[src/rtl/instr_sequencer_pkg.sv]
// -----------------------------------------------------------------------------
// seq_pkg: shared definitions for the instruction sequencer.
//   - opcode constants and the R-type / I-type opcode ranges
//   - sequencer state encoding
//   - bit positions of the instruction word fields
// Instruction word layout: opcode[15:12] rc[11:8] ra[7:4] rb[3:0]
// -----------------------------------------------------------------------------
package seq_pkg;

  // R-type opcodes (rc <- ra op rb)
  localparam logic [3:0] OP_ADD  = 4'd0;
  localparam logic [3:0] OP_SUB  = 4'd1;
  localparam logic [3:0] OP_AND  = 4'd2;
  localparam logic [3:0] OP_OR   = 4'd3;
  localparam logic [3:0] OP_XOR  = 4'd4;
  localparam logic [3:0] OP_SHL  = 4'd5;
  // I-type opcodes (rc <- imm op rb); ra field carries the immediate
  localparam logic [3:0] OP_ADDI = 4'd6;
  localparam logic [3:0] OP_SUBI = 4'd7;
  localparam logic [3:0] OP_ANDI = 4'd8;
  localparam logic [3:0] OP_ORI  = 4'd9;
  localparam logic [3:0] OP_10   = 4'd10;

  // Opcode range limits; anything above I_LAST is undefined
  localparam logic [3:0] R_LAST  = 4'd5;
  localparam logic [3:0] I_FIRST = 4'd6;
  localparam logic [3:0] I_LAST  = 4'd10;

  // Field slice positions
  localparam int OP_HI = 15;
  localparam int OP_LO = 12;
  localparam int RC_HI = 11;
  localparam int RC_LO = 8;
  localparam int RA_HI = 7;
  localparam int RA_LO = 4;
  localparam int RB_HI = 3;
  localparam int RB_LO = 0;

  typedef enum logic [1:0] {
    S_IDLE   = 2'd0,
    S_DECODE = 2'd1,
    S_EXEC   = 2'd2,
    S_WB     = 2'd3
  } state_t;

endpackage

[src/rtl/instr_sequencer_decoder.sv]
// -----------------------------------------------------------------------------
// instr_decoder: purely combinational instruction decode.
// Ports:
//   i_instr      in  16  instruction word
//   o_reg_a      out 4   bank read address A (0 for I-type)
//   o_reg_b      out 4   bank read address B
//   o_reg_c      out 4   bank write address
//   o_imm        out 16  zero-extended immediate (0 for R-type)
//   o_flag_imm   out 1   select immediate operand
//   o_alu_op     out 4   ALU opcode
//   o_is_illegal out 1   opcode outside the defined ranges
// Outputs for an illegal opcode are don't-care; the sequencer never latches
// them.
// -----------------------------------------------------------------------------
module instr_decoder
  import seq_pkg::*;
(
  input  logic [15:0] i_instr,
  output logic [3:0]  o_reg_a,
  output logic [3:0]  o_reg_b,
  output logic [3:0]  o_reg_c,
  output logic [15:0] o_imm,
  output logic        o_flag_imm,
  output logic [3:0]  o_alu_op,
  output logic        o_is_illegal
);

  logic [3:0] w_op;
  assign w_op = i_instr[OP_HI:OP_LO];

  always_comb begin
    o_reg_a      = 4'd0;
    o_reg_b      = i_instr[RB_HI:RB_LO];
    o_reg_c      = i_instr[RC_HI:RC_LO];
    o_imm        = 16'd0;
    o_flag_imm   = 1'b0;
    o_alu_op     = w_op;
    o_is_illegal = 1'b0;
    if (w_op <= R_LAST) begin
      o_reg_a = i_instr[RA_HI:RA_LO];
    end else if ((w_op >= I_FIRST) && (w_op <= I_LAST)) begin
      // ra field is reused as a 4-bit unsigned immediate
      o_imm      = {12'd0, i_instr[RA_HI:RA_LO]};
      o_flag_imm = 1'b1;
    end else begin
      o_is_illegal = 1'b1;
    end
  end

endmodule

[src/rtl/instr_sequencer.sv]
// -----------------------------------------------------------------------------
// instr_sequencer: multi-cycle control FSM for the 16-bit datapath.
// Accepts one instruction per valid/ready handshake in IDLE, decodes it in
// DECODE, waits EXEC_CYCLES for the registered ALU result, then pulses the
// bank write enable for one cycle in WB.
// Ports:
//   clk, rst      clock, synchronous active-high reset
//   instr_valid   instruction word available
//   instr         instruction word
//   instr_ready   sequencer idle and able to accept
//   reg_a/b/c     bank addresses (held from first EXEC cycle until next DECODE)
//   imm, flag_imm immediate operand and its select
//   alu_op        ALU opcode
//   reg_we, done  one-cycle pulse in WB
//   illegal       one-cycle pulse after decoding an undefined opcode
//   busy          instruction in flight
//   instr_count   retired instruction count, wraps
// -----------------------------------------------------------------------------
module instr_sequencer
  import seq_pkg::*;
#(
  parameter int EXEC_CYCLES = 2,
  parameter int CNT_W       = 8
) (
  input  logic             clk,
  input  logic             rst,
  input  logic             instr_valid,
  input  logic [15:0]      instr,
  output logic             instr_ready,
  output logic [3:0]       reg_a,
  output logic [3:0]       reg_b,
  output logic [3:0]       reg_c,
  output logic [15:0]      imm,
  output logic             flag_imm,
  output logic [3:0]       alu_op,
  output logic             reg_we,
  output logic             busy,
  output logic             done,
  output logic             illegal,
  output logic [CNT_W-1:0] instr_count
);

  // A non-positive EXEC_CYCLES still needs one cycle for the ALU register
  localparam int EXEC_N = (EXEC_CYCLES < 1) ? 1 : EXEC_CYCLES;
  localparam int EW     = $clog2(EXEC_N + 1);
  localparam logic [EW-1:0] EXEC_LAST = EW'(EXEC_N - 1);

  state_t           r_state;
  logic [15:0]      r_ir;
  logic [EW-1:0]    r_exec_cnt;
  logic             r_instr_ready;
  logic [3:0]       r_reg_a;
  logic [3:0]       r_reg_b;
  logic [3:0]       r_reg_c;
  logic [15:0]      r_imm;
  logic             r_flag_imm;
  logic [3:0]       r_alu_op;
  logic             r_reg_we;
  logic             r_busy;
  logic             r_done;
  logic             r_illegal;
  logic [CNT_W-1:0] r_instr_count;

  logic [3:0]  w_reg_a;
  logic [3:0]  w_reg_b;
  logic [3:0]  w_reg_c;
  logic [15:0] w_imm;
  logic        w_flag_imm;
  logic [3:0]  w_alu_op;
  logic        w_is_illegal;

  instr_decoder u_decoder (
    .i_instr      (r_ir),
    .o_reg_a      (w_reg_a),
    .o_reg_b      (w_reg_b),
    .o_reg_c      (w_reg_c),
    .o_imm        (w_imm),
    .o_flag_imm   (w_flag_imm),
    .o_alu_op     (w_alu_op),
    .o_is_illegal (w_is_illegal)
  );

  always_ff @(posedge clk) begin
    if (rst) begin
      r_state       <= S_IDLE;
      r_ir          <= 16'd0;
      r_exec_cnt    <= '0;
      r_instr_ready <= 1'b1;
      r_reg_a       <= 4'd0;
      r_reg_b       <= 4'd0;
      r_reg_c       <= 4'd0;
      r_imm         <= 16'd0;
      r_flag_imm    <= 1'b0;
      r_alu_op      <= 4'd0;
      r_reg_we      <= 1'b0;
      r_busy        <= 1'b0;
      r_done        <= 1'b0;
      r_illegal     <= 1'b0;
      r_instr_count <= '0;
    end else begin
      // Pulse outputs default low; only the state that owns them raises them
      r_reg_we  <= 1'b0;
      r_done    <= 1'b0;
      r_illegal <= 1'b0;
      case (r_state)
        S_IDLE: begin
          if (instr_valid) begin
            r_ir          <= instr;
            r_state       <= S_DECODE;
            r_instr_ready <= 1'b0;
            r_busy        <= 1'b1;
          end
        end
        S_DECODE: begin
          if (w_is_illegal) begin
            // Drop the instruction; decoded outputs keep their old values
            r_illegal     <= 1'b1;
            r_state       <= S_IDLE;
            r_instr_ready <= 1'b1;
            r_busy        <= 1'b0;
          end else begin
            r_reg_a    <= w_reg_a;
            r_reg_b    <= w_reg_b;
            r_reg_c    <= w_reg_c;
            r_imm      <= w_imm;
            r_flag_imm <= w_flag_imm;
            r_alu_op   <= w_alu_op;
            r_exec_cnt <= '0;
            r_state    <= S_EXEC;
          end
        end
        S_EXEC: begin
          // Raise the write-back pulses on the edge into WB so they are
          // visible during exactly the WB cycle
          if (r_exec_cnt == EXEC_LAST) begin
            r_state       <= S_WB;
            r_reg_we      <= 1'b1;
            r_done        <= 1'b1;
            r_instr_count <= r_instr_count + CNT_W'(1);
          end else begin
            r_exec_cnt <= r_exec_cnt + EW'(1);
          end
        end
        S_WB: begin
          r_state       <= S_IDLE;
          r_instr_ready <= 1'b1;
          r_busy        <= 1'b0;
        end
        default: begin
          r_state       <= S_IDLE;
          r_instr_ready <= 1'b1;
          r_busy        <= 1'b0;
        end
      endcase
    end
  end

  assign instr_ready = r_instr_ready;
  assign reg_a       = r_reg_a;
  assign reg_b       = r_reg_b;
  assign reg_c       = r_reg_c;
  assign imm         = r_imm;
  assign flag_imm    = r_flag_imm;
  assign alu_op      = r_alu_op;
  assign reg_we      = r_reg_we;
  assign busy        = r_busy;
  assign done        = r_done;
  assign illegal     = r_illegal;
  assign instr_count = r_instr_count;

endmodule
[config.mk]
export PLATFORM = sky130hd
export DESIGN_NAME = instr_sequencer
export DESIGN_NICKNAME = d
export VERILOG_FILES = /design/src/rtl/instr_sequencer_pkg.sv /design/src/rtl/instr_sequencer_decoder.sv /design/src/rtl/instr_sequencer.sv
export SDC_FILE = /design/constraint.sdc
export NUM_CORES = 1
export LEC_CHECK = 0
export CAP_MARGIN = 20
export CORE_ASPECT_RATIO = 0.8
export CORE_MARGIN = 2
export CORE_UTILIZATION = 45
export CTS_CLUSTER_DIAMETER = 200
export DETAILED_ROUTE_END_ITERATION = 12
export PLACE_DENSITY = 0.75
export SETUP_SLACK_MARGIN = 0.15
export SLEW_MARGIN = 20
export SYNTH_ARGS = -nofsm -noshare
export SYNTH_HDL_FRONTEND = slang
export SYNTH_HIERARCHICAL = 1
export SYNTH_SLANG_ARGS = --single-unit
[constraint.sdc]
create_clock -name clk -period 1.6 [get_ports clk]
set_input_delay 0.48 -clock clk [delete_from_list [all_inputs] [get_ports clk]]
set_output_delay 0.48 -clock clk [all_outputs]
set_load 0.005 [all_outputs]
## Word level (Yosys, flattened, before mapping)

Cells that the tools add are included.

- Input bits: 19
- Register bits after elaboration: 65
- Output and inout bits: 46

- Magnitude comparators: 3
- Muxes and demuxes: 22
- Equality and inequality tests: 9
- Reductions and logical operators: 12
- Add/sub/neg operators: 2
- Bitwise gates (word level): 3

Operators by type and width:

| kind | number |
|---|---|
| two-way mux 16 bit | 1 |
| two-way mux 1 bit | 10 |
| two-way mux 2 bit | 5 |
| adder 8 x 1 -> 8 bit (second input constant) | 1 |
| two-way mux 4 bit | 2 |
| inequality test 2 bit (second input constant) | 4 |
| one-hot mux 2 bit (4 select lines) | 1 |
| AND reduction 2 bit | 4 |
| one-hot mux 1 bit (3 select lines) | 2 |
| AND reduction 3 bit | 2 |
| == test 2 x 1 -> 1 bit (second input constant) | 2 |
| == test 2 bit (second input constant) | 2 |
| greater-or-equal comparator 4 x 3 -> 1 bit (second input constant) | 1 |
| <= comparator 4 x 3 -> 1 bit (second input constant) | 1 |
| <= comparator 4 bit (second input constant) | 1 |
| one-hot mux 2 bit (2 select lines) | 1 |
| OR reduction 2 bit | 2 |
| NOT 1 bit | 3 |
| nonzero test 3 bit | 1 |
| adder 2 x 1 -> 2 bit (second input constant) | 1 |
| logical NOT 2 bit | 1 |
| inequality test 2 x 1 -> 1 bit (second input constant) | 1 |
| nonzero test 2 bit | 1 |
| logical AND 1 bit | 1 |

## Logic depth before layout (Yosys ltp)

- Word-level depth: 6
- Gate-level depth with buffers: 7

## Modules after synthesis

Netlist, hierarchy kept.

Modules (own cells, without submodules):

| module | cells an instance | area an instance (um^2) | sequential area each (um^2) | instances |
|---|---|---|---|---|
| instr_sequencer | 293 | 2429.8 | 1301.2 | 1 |
| instr_decoder | 38 | 271.5 | 0.0 | 1 |

## Least setup slack after synthesis

OpenSTA, ideal clock, no wires.

- Path kind: register -> register
- Start point: register r_ir[13]
- End point: register r_imm[1], in the netlist imm[1]
- Required time: 1.468 ns
- Path buffers: 2
- Stages on the path, launching flop included: 8
- Data arrival time: 1.510 ns
- Library setup time: 0.132 ns
- Path slack: -0.043 ns
- Cells stage by stage: dfxtp_1 -> a21o_1 -> and2_2 -> or3b_1 -> buf_2 -> clkbuf_1 -> nand2_1 -> a21oi_1

- Cells in the longest elaborated chain, start to end: 6

Ends and longest elaborated chain:

| what | line | RTL |
|---|---|---|
| from (decl) | instr_sequencer.sv:49 | `logic [15:0] r_ir;` |
| from (signal assigned) | instr_sequencer.sv:108 | `r_ir <= instr;` |
| greater-or-equal comparator 4 x 3 -> 1 bit / <= comparator 4 bit (equally long branches) | instr_sequencer_decoder.sv:41 | `end else if ((w_op >= I_FIRST) && (w_op <= I_LAST)) begin` |
| logical AND 1 bit | instr_sequencer_decoder.sv:41 |  |
| two-way mux 1 bit | instr_sequencer_decoder.sv:41 |  |
| two-way mux 1 bit (*) | instr_sequencer_decoder.sv:39 | `if (w_op <= R_LAST) begin` |
| via w_is_illegal | instr_sequencer.sv:70 | `logic w_is_illegal;` |
| NOT 1 bit (no source line) (*) | -- |  |
| AND reduction 2 bit (no source line) (*) | -- |  |
| to (signal assigned) | instr_sequencer.sv:125 | `r_imm <= w_imm;` |
| to (decl) | instr_sequencer.sv:55 | `logic [15:0] r_imm;` |

Mark *: on every way through the listed nets, which the timed path passes. The rest lies on a longest branch.
A chain may end at the register's enable or synchronous reset.

## Worst setup path in the final report

- Start point: register r_ir[12]
- End point: register r_imm[2], in the netlist imm[2]

RTL lines:

| what | line | RTL |
|---|---|---|
| greater-or-equal comparator 4 x 3 -> 1 bit / <= comparator 4 bit (equally long branches) | instr_sequencer_decoder.sv:41 |  |
| logical AND 1 bit | instr_sequencer_decoder.sv:41 |  |
| two-way mux 4 bit | instr_sequencer_decoder.sv:41 |  |
| two-way mux 16 bit (*) | instr_sequencer_decoder.sv:39 |  |
| via w_imm[2] | instr_sequencer.sv:67 | `logic [15:0] w_imm;` |

Marked as above.

==> flow_summary.json <==
{
  "die_area_um2": 6640,
  "coreArea_um2": 5850,
  "cp_max_fo": 5,
  "reg2reg_slack_ns": -0.11,
  "leakagePower_nw": 1.91,
  "global_route.usage.met2": 0.376,
  "clkLatencyLatePin_ns": 0.35,
  "maxCapViolCount": 0,
  "p_comb_frac": 0.173,
  "cts_tree": "built",
  "gpl.final_weighted_congestion": 0.780,
  "synthCells": 331,
  "synth_flop_cell": "dfxtp_1",
  "first_pass_iters": 4,
  "internal_power_w": 0.00266,
  "gr-usage-met3": 0.0718,
  "path_class": "flop to flop",
  "start_util": 0.462,
  "yosys_warnings": 6,
  "overflow": 0,
  "synth_area_leaders": "dfxtp_1 (48%), nand2_1 (14%), a21oi_1 (11%), buf_4 (7.5%), and2_1 (1.9%)",
  "io_pins": 65,
  "gr-usage-all-layers": 0.224,
  "worstRegToRegCells": 7,
  "layout.nets": 443,
  "power_w": 0.00364,
  "grt_first_pass_wirelength_um": 11500,
  "synth_top_cells_by_count": "nand2_1 (102), dfxtp_1 (65), a21oi_1 (59)",
  "syn_area_per_cell_um2": 8.16,
  "synth-seq-cells": 65,
  "yosysUniqueCellTypes": 33,
  "powerDensity_nw_per_um2": 854,
  "peakVddDrop_mv": 0.484,
  "drtIter0Drc": 132,
  "num_antenna_cells": 0,
  "place_hpwl_um": 4050,
  "reg2reg_from": "r_ir[12]$_SDFFE_PP0P_",
  "violations": "setup timing",
  "p_sw_w": 0.000971,
  "critical_path.startpoint": "r_ir[12]$_SDFFE_PP0P_",
  "finalSetupViolCount": 19,
  "worst_ep_required_time_ns": 1.87,
  "wirelength_um": 7760,
  "p_sw_frac": 0.267,
  "timing.final.hold_violations": 0,
  "io_buffer_count": 64,
  "grt_max_degree": 30,
  "syn-cell-area_um2": 2700,
  "crit_end": "imm[2]$_SDFFE_PP0P_",
  "slew_headroom": 0.662,
  "fin_area_um2": 4260,
  "cts_buffers": 9,
  "fp.dieH_um": 73.3,
  "gr-usage-met1": 0.252,
  "grt_pass1_vias": 2462,
  "synthDominantCellAreaShare": 0.482,
  "yosysSeqAreaShare": 0.482,
  "async_flop_share": 0,
  "r2r_end": "imm[2]$_SDFFE_PP0P_",
  "period_minus_slack_ns": 1.71,
  "p_clk_frac": 0.344,
  "via_count": 2547,
  "drive_above_1_share": 0.385,
  "clockBufferDepth": 2,
  "worst_slack_ns": -0.110,
  "dieWidth_um": 90.6,
  "cts_root_buffer": "clkbuf_8",
  "hold_buffers": 0,
  "seq_power_share": 0.482,
  "worst_slew_pin_slew_ns": 0.506,
  "wl_per_cell_um": 15.3,
  "cp-start-kind": "flop",
  "outcome": "finished, violations left",
  "skew_ns": 0.00777,
  "synthToLayoutAreaGrowth_pct": 57.6,
  "grt_antenna_before_repair": 0,
  "rows": 25,
  "placed_area_um2": 3380,
  "cp-end-kind": "flop",
  "hold_class": "flop to flop",
  "ant_nets": 0,
  "path_clk_slew_ns": 0.07,
  "yosysTopAreaCell": "dfxtp_1",
  "rsz0062_at_grt": "yes",
  "slew_violations": 0,
  "top_usage_layer": "met2",
  "timing.fmax_ghz": 0.585,
  "timing.hold.ws_ns": 0.456,
  "crit_arrival_ns": 1.98,
  "h-tree-depth": 3,
  "yosysMostFrequentCell": "nand2_1",
  "synth-edff-count": 0,
  "cts_sinks": 65,
  "finalCritPeriodShare": 1.07,
  "via_per_inst": 5.02,
  "drc": 0
}
## what timing repair did
action / CTS / global route
endpoints found under the setup margin: 102 / 63
resized for setup: 136 / 47
hold endpoints to repair: 0 / 0
gates cloned: 6 / 0
buffers inserted: 16 / 7
pin swaps: 48 / 19
## worst min-delay path by stage
| stage | start | end | slack, ns | cells past startpoint |
|---|---|---|---|---|
| after floorplan | r_ir[0]$_SDFFE_PP0P_ | r_ir[0]$_SDFFE_PP0P_ | 0.44 | 2 |
| after global placement | r_ir[11]$_SDFFE_PP0P_ | reg_c[3]$_SDFFE_PP0P_ | 0.44 | 2 |
| after detailed placement | imm[4]$_SDFFE_PP0P_ | imm[4]$_SDFFE_PP0P_ | 0.45 | 2 |
| after CTS | reg_b[0]$_SDFFE_PP0P_ | reg_b[0]$_SDFFE_PP0P_ | 0.46 | 2 |
| after global routing | imm[7]$_SDFFE_PP0P_ | imm[7]$_SDFFE_PP0P_ | 0.47 | 2 |
| final | r_ir[0]$_SDFFE_PP0P_ | reg_b[0]$_SDFFE_PP0P_ | 0.46 | 2 |
## cells in the final DEF (no fill, tap or decap), types with 2 or more instances in the layout
cell type        instances
nand3_1                  2
or3b_4                   2
and2_1                   8
nand4b_1                 2
dlygate4sd2_1           45
mux2i_1                  2
clkbuf_8                11
nor3b_4                  2
a21o_1                   2
nand2_2                 12
or3_1                    2
dfxtp_2                 30
dfxtp_1                 34
buf_12                   5
conb_1                  12
o31ai_1                  2
a2111oi_0                2
or4_1                    2
nand2b_1                 6
o21ai_0                  3
nand2_1                 67
nand2_4                 23
xor2_1                   2
nor2_1                   7
a21oi_2                 25
clkdlybuf4s50_1         16
buf_6                    7
clkinv_2                 3
a21oi_1                 34
buf_16                   6
buf_4                   30
clkbuf_1                 2
## flip-flops by register name, summed over array words and instances, names as in the netlist, 2 cells and up, named ones only
signal / flops
reg_a: 4
r_ir: 16
reg_b: 4
imm: 16
instr_count: 8
reg_c: 4
r_exec_cnt: 2
alu_op: 4
## worst max-delay path, cell delays in order, from the launching register on
cell     delay [ns]
dfxtp_2        0.34
a21o_1         0.20
buf_4          0.13
buf_4          0.12
mux2i_2        0.35
and2_1         0.21
nand2_1        0.09
a21oi_2        0.19
## logic make-up after synthesis
| logic type | synth area share |
|---|---|
| multiplexers | 0.0125 |
| other | 0.00139 |
| AND/OR/NAND/NOR | 0.243 |
| buffers and inverters | 0.104 |
| XOR/XNOR | 0.00649 |
| adder cells (fa/ha/maj) | 0.0139 |
| AO/OA/AOI/OAI | 0.137 |
| flip-flops | 0.482 |
## metrics by stage
stage	setup WS [ns]	instances	utilization	setup TNS [ns]
floorplan	0.0647	342	-	0
global placement	-0.264	462	0.578	-4.40
detailed placement	-0.278	462	0.578	-4.44
CTS	-0.0337	500	0.693	-0.321
global route	-0.171	507	0.728	-1.81
finish	-0.110	507	0.728	-0.966
## layout make-up
class / instances / area (um^2)
Multi-Input combinational cell: 232 / 1480
Clock buffer: 13 / 159
Inverter: 1 / 3.75
Fill cell: 426 / 1590
Clock inverter: 3 / 15.0
Tap cell: 81 / 101
Sequential cell: 65 / 1340
Timing Repair Buffer: 112 / 1150
## power groups by stage
stage	Clock [W]	Sequential [W]	Combinational, W
floorplan	0	0.00176	0.000282
global placement	0	0.00177	0.000401
detailed placement	0	0.00177	0.000408
CTS	0.00127	0.00175	0.000576
global route	0.00133	0.00176	0.000677
finish	0.00125	0.00175	0.000630
## layer usage
| metal | share of wire | vias to the layer above |
|---|---|---|
| li1 | - | 1239 |
| met1 | 0.42 | 1204 |
| met2 | 0.51 | 79 |
| met3 | 0.041 | 25 |
| met4 | 0.036 | 0 |
| met5 | 0 | - |
(Power assumes the default switching activity.)
==> RTL change 1, RTL diff (same flow settings) <==
Change the parameter `EXEC_CYCLES` from 2 to 4.
--- a/src/rtl/instr_sequencer.sv
+++ b/src/rtl/instr_sequencer.sv
@@ -21,3 +21,3 @@
 #(
-  parameter int EXEC_CYCLES = 2,
+  parameter int EXEC_CYCLES = 4,
   parameter int CNT_W       = 8
Formal check against the unedited RTL: not equivalent (a bounded check fails within 10 cycles, from zero or initial values and one cycle with rst high).
==> RTL change 1 against the unedited design <==
- the run still ends with setup timing left
- area after synthesis rose by 1.6%
- non-clock buffer count up 13
- wire length is 17% higher
- design area rose by 7.2%
- critical path type unchanged
- setup slack better by 0.016 ns
- sequential cell count increased by 1
- power up 14%
==> RTL change 1: results (changes against the unedited design) <==
Outcome
  – Status: finished, violations left
  – Violated checks: setup timing

Layout
  – Layout cells sized above 1: 48.3% (+9.8 points)
  – Fin cells: 524 (+3.4%)
  – Fillers: 336 (-21%)
  – Final #Nets: 461 (+4.1%)

Place
  – Hpwl dp: 4.13 mm (+2.0%)
  – Routability cong.: 0.783 (+0.44%)
  – Cell count after placement: 466 (+0.87%)

Routing
  – WL final: 9.05 mm (+17%)
  – Drt initial violations: 166 (+26%)
  – Vias/cell: 5.26 (+4.7%)

Pwr
  – Pint: 3.13 mW (+17%)
  – Peak supply drop: 789 uV (+63%)
  – Static Leak: 2.07 nW (+8.5%)

Logic synthesis
  – Leading post-synthesis cells by cell area: dfxtp_1 48%, nand2_1 14%, a21oi_1 11%
  – Top post-synthesis cells by count: 101 x nand2_1, 66 x dfxtp_1, 58 x a21oi_1
  – Adder-cell share of the synthesized area: 1.82% (+0.43 points)
  – Netlist cell types: 38 (+15%)
  – Register area share after synthesis: 48.1% (about the same)
  – Post-synthesis compound-gate area fraction: 12.7% (-0.99 points)
  – Post-Syn Instances: 336 (+1.5%)
  – Mux share of post-synthesis cell area: 1.64% (+0.39 points)
  – Xor and xnor area share after synthesis: 0.638% (-0.010 points)

Timing
  – Final Skew: 0.00977 ns (+0.00200 ns)
  – Final worst slack: -0.0942 ns (+0.0162 ns)
  – Final Setup Violations: 38 (+19)
  – Worst slew pin tran: 0.523 ns (+0.0170 ns)
  – Setup TNS: -1.12 ns (-0.159 ns)

Global route
  – Total GRT Usage: 24.0% (+1.6 points)
  – Vias in the first global route: 2568 (+4.3%)
  – Largest net degree at the start of global routing: 21 (-30%)

Clock network
  – Num CTS Buffers: 9 (unchanged)
-- RTL change 1: through the flow --
step	worst slack, ns	hold WS [ns]	power [mW]	utilization, %	area, um^2
floorplan	0.0445	0.437	2.04	-	2890
global placement	-0.308	0.442	2.15	58.4	3450
detailed placement	-0.357	0.444	2.16	58.4	3450
CTS	-0.0263	0.459	4.03	72.1	4260
global route	-0.141	0.468	4.28	77.2	4560
finish	-0.0942	0.457	4.15	77.2	4560
-- RTL change 1: worst paths after layout --
path                               startpoint              to  slack [ns]  cells past startpoint
worst min-delay path                alu_op[3]       alu_op[3]        0.46                      2
worst min register to register      alu_op[3]       alu_op[3]        0.46                      2
worst max-delay path            r_exec_cnt[1]  instr_count[6]       -0.09                      6
worst max register to register  r_exec_cnt[1]  instr_count[6]       -0.09                      6
-- RTL change 1: critical path: stages (launching register included) --
cell	delay (ns)
dfxtp_2	0.36
ha_4	0.16
ha_4	0.14
nand3b_1	0.20
buf_6	0.21
or4_4	0.41
a21oi_2	0.14
-- RTL change 1: logic make-up (layout without fill, tap and decap cells) --
family                     count (synthesis)  count (layout)
other                                      1              12
buffers and inverters                     46             142
adders and majority gates                  4               4
and+or+nand+nor                          146             146
muxes                                      4               4
xor gates and xnor gates                   2               2
DFF                                       66              66
AOI/OAI and AO/OA                         67              67
-- RTL change 1: metal layers --
layer	share of wire, %	track usage [%]	vias to the layer above
met2	50	41.0	102
met4	2.2	9.76	0
met1	41	28.1	1360
li1	-	-	1276
met3	6.2	8.00	19
met5	0	0	-
-- RTL change 1: repair_timing --
item                       CTS  global route
gates resized for setup    166            59
setup endpoints to repair  105            80
gates cloned                 6             1
setup buffers               17            18
pin swaps                   80            21
-- RTL change 1: power groups by stage --
stage,clock [mW],combinational (mW),sequential (mW)
2_1_floorplan,0,0.260,1.78
3_3_place_gp,0,0.368,1.78
3_5_place_dp,0,0.374,1.78
4_1_cts,1.76,0.516,1.75
5_1_grt,1.86,0.651,1.77
6_report,1.77,0.617,1.76
-- RTL change 1: cell type report --
class,instances,share of cell area [%]
Clock buffer,11,3.32
Clock inverter,5,2.19
Inverter,1,0.0823
Multi-Input combinational cell,235,35.3
Sequential cell,66,30.2
Tap cell,81,2.22
Timing Repair Buffer,125,26.6
==> RTL change 2, RTL diff (same flow settings) <==
Without the edit above. The 4 states of `state_t` get a one-hot encoding in 4 bits.
--- a/src/rtl/instr_sequencer_pkg.sv
+++ b/src/rtl/instr_sequencer_pkg.sv
@@ -38,7 +38,7 @@
 
-  typedef enum logic [1:0] {
-    S_IDLE   = 2'd0,
-    S_DECODE = 2'd1,
-    S_EXEC   = 2'd2,
-    S_WB     = 2'd3
+  typedef enum logic [3:0] {
+    S_IDLE   = 4'b0001,
+    S_DECODE = 4'b0010,
+    S_EXEC   = 4'b0100,
+    S_WB     = 4'b1000
   } state_t;
Formal check against the unedited RTL: no difference found for any inputs over 10 cycles, from zero or initial values and one cycle with rst high; not proved beyond that.
==> RTL change 2 against the unedited design <==
- setup slack improved by 0.068 ns
- sequential share of layout area grew 0.97 points
- design area fell by 0.18%
- clock power increased by 11%
- non-clock buffer count shrank 3
- global-route usage grew 0.61 points
- sequential cell count increased by 2
- core utilization down 6.1 points
- via count grew 14%
- wire length increased by 9.3%
- area after synthesis is 9.5% higher
- the run still ends with setup timing left
- power increased by 0.11%
==> RTL change 2: results (changes against the unedited design) <==
Outcome
  – Status: finished, violations left
  – Violated checks: setup timing

Timing
  – Final hold slack: 0.458 ns (+0.00211 ns)
  – Final Skew: 0.00833 ns (+0.000560 ns)
  – Final Setup Violations: 9 (-10)
  – Setup TNS: -0.124 ns (+0.842 ns)
  – Final worst slack: -0.0425 ns (+0.0679 ns)

Logic synthesis
  – Netlist cell types: 41 (+24%)
  – Top post-synthesis cells by count: 67 x dfxtp_1, 54 x a21oi_1, 54 x o21ai_0
  – Cell with the most instances after synthesis: dfxtp_1
  – Leading post-synthesis cells by cell area: dfxtp_1 45%, a21oi_1 9.1%, o21ai_0 9.1%
  – Post-Syn Instances: 355 (+7.3%)
  – Register area share after synthesis: 45.3% (-2.8 points)

Layout
  – Fin cells: 519 (+2.4%)
  – Layout cells sized above 1: 28.5% (-10 points)
  – Final #Nets: 451 (+1.8%)

Global route
  – Met1 usage in global routing: 29.7% (+4.5 points)
  – Vias in the first global route: 2730 (+11%)
  – Met3 GRT Util: 6.33% (-0.85 points)
  – Total GRT Usage: 23.0% (+0.61 points)
  – Largest net degree at the start of global routing: 35 (+17%)

Place
  – Cell count after placement: 481 (+4.1%)
  – Placed cell areas: 3710 um^2 (+9.9%)
  – Hpwl dp: 4.81 mm (+19%)
  – Place WS: -0.289 ns (-0.0104 ns)

Setup path
  – Arrival time at the worst endpoint: 1.87 ns (-0.11 ns)

Routing
  – Drt initial violations: 215 (+63%)
  – Vias/cell: 5.61 (+12%)
  – WL final: 8.49 mm (+9.3%)

Pwr
  – Peak supply drop: 544 uV (+13%)
  – Static Leak: 1.73 nW (-9.4%)
==> RTL change 2: metal layers <==
metal	wire length [um]	vias to the layer above
li1	-	1389
met1	3720	1410
met2	4220	99
met3	456	12
met4	90	0
met5	0	-
==> RTL change 2: what timing repair did <==
| item | in CTS | in global routing |
|---|---|---|
| pin swaps | 8 | 6 |
| setup buffers | 10 | 7 |
| cloned | 3 | 2 |
| resized for setup | 81 | 41 |
| endpoints found under the setup margin | 105 | 67 |
==> RTL change 2: layout make-up <==
cell class / count / area, um^2
clock buffer: 11 / 141
clock inverter: 5 / 52.6
fill: 517 / 2130
inverter: 6 / 26.3
multi-input combinational: 237 / 1530
sequential: 67 / 1380
tap: 84 / 105
timing repair buffer: 109 / 1010
==> RTL change 2: final timing paths <==
path	from	to	cells past startpoint
min	imm[15]	imm[15]	2
max	r_ir[12]	r_state[0]	6
max reg2reg	r_ir[12]	r_state[0]	6
min reg2reg	imm[15]	imm[15]	2
==> RTL change 2: report_power, final <==
part	switching, mW	internal [mW]	leakage (nW)
clock network	0.638	0.754	0.0991
registers	0.0341	1.72	0.555
logic	0.261	0.234	1.08
total	0.933	2.71	1.73
==> RTL change 2: cell families (layout without fill, tap and decap cells) <==
logic type                 count (synthesis)  count (layout)  synth area share (%)
AOI/OAI and AO/OA                        122             122                  22.4
adders and majority gates                  2               2                 0.846
buffers and inverters                     64             131                  12.0
DFF                                       67              67                  45.3
muxes                                      2               2                 0.846
other                                      1              12                 0.127
and+or+nand+nor                           97              99                  18.5
==> RTL change 2: worst max-delay path, stage by stage, from the launching register on <==
cell	delay, ns
dfxtp_2	0.33
a21o_1	0.18
and2_4	0.19
nor3b_4	0.25
buf_6	0.16
o311ai_4	0.10
or3_1	0.32
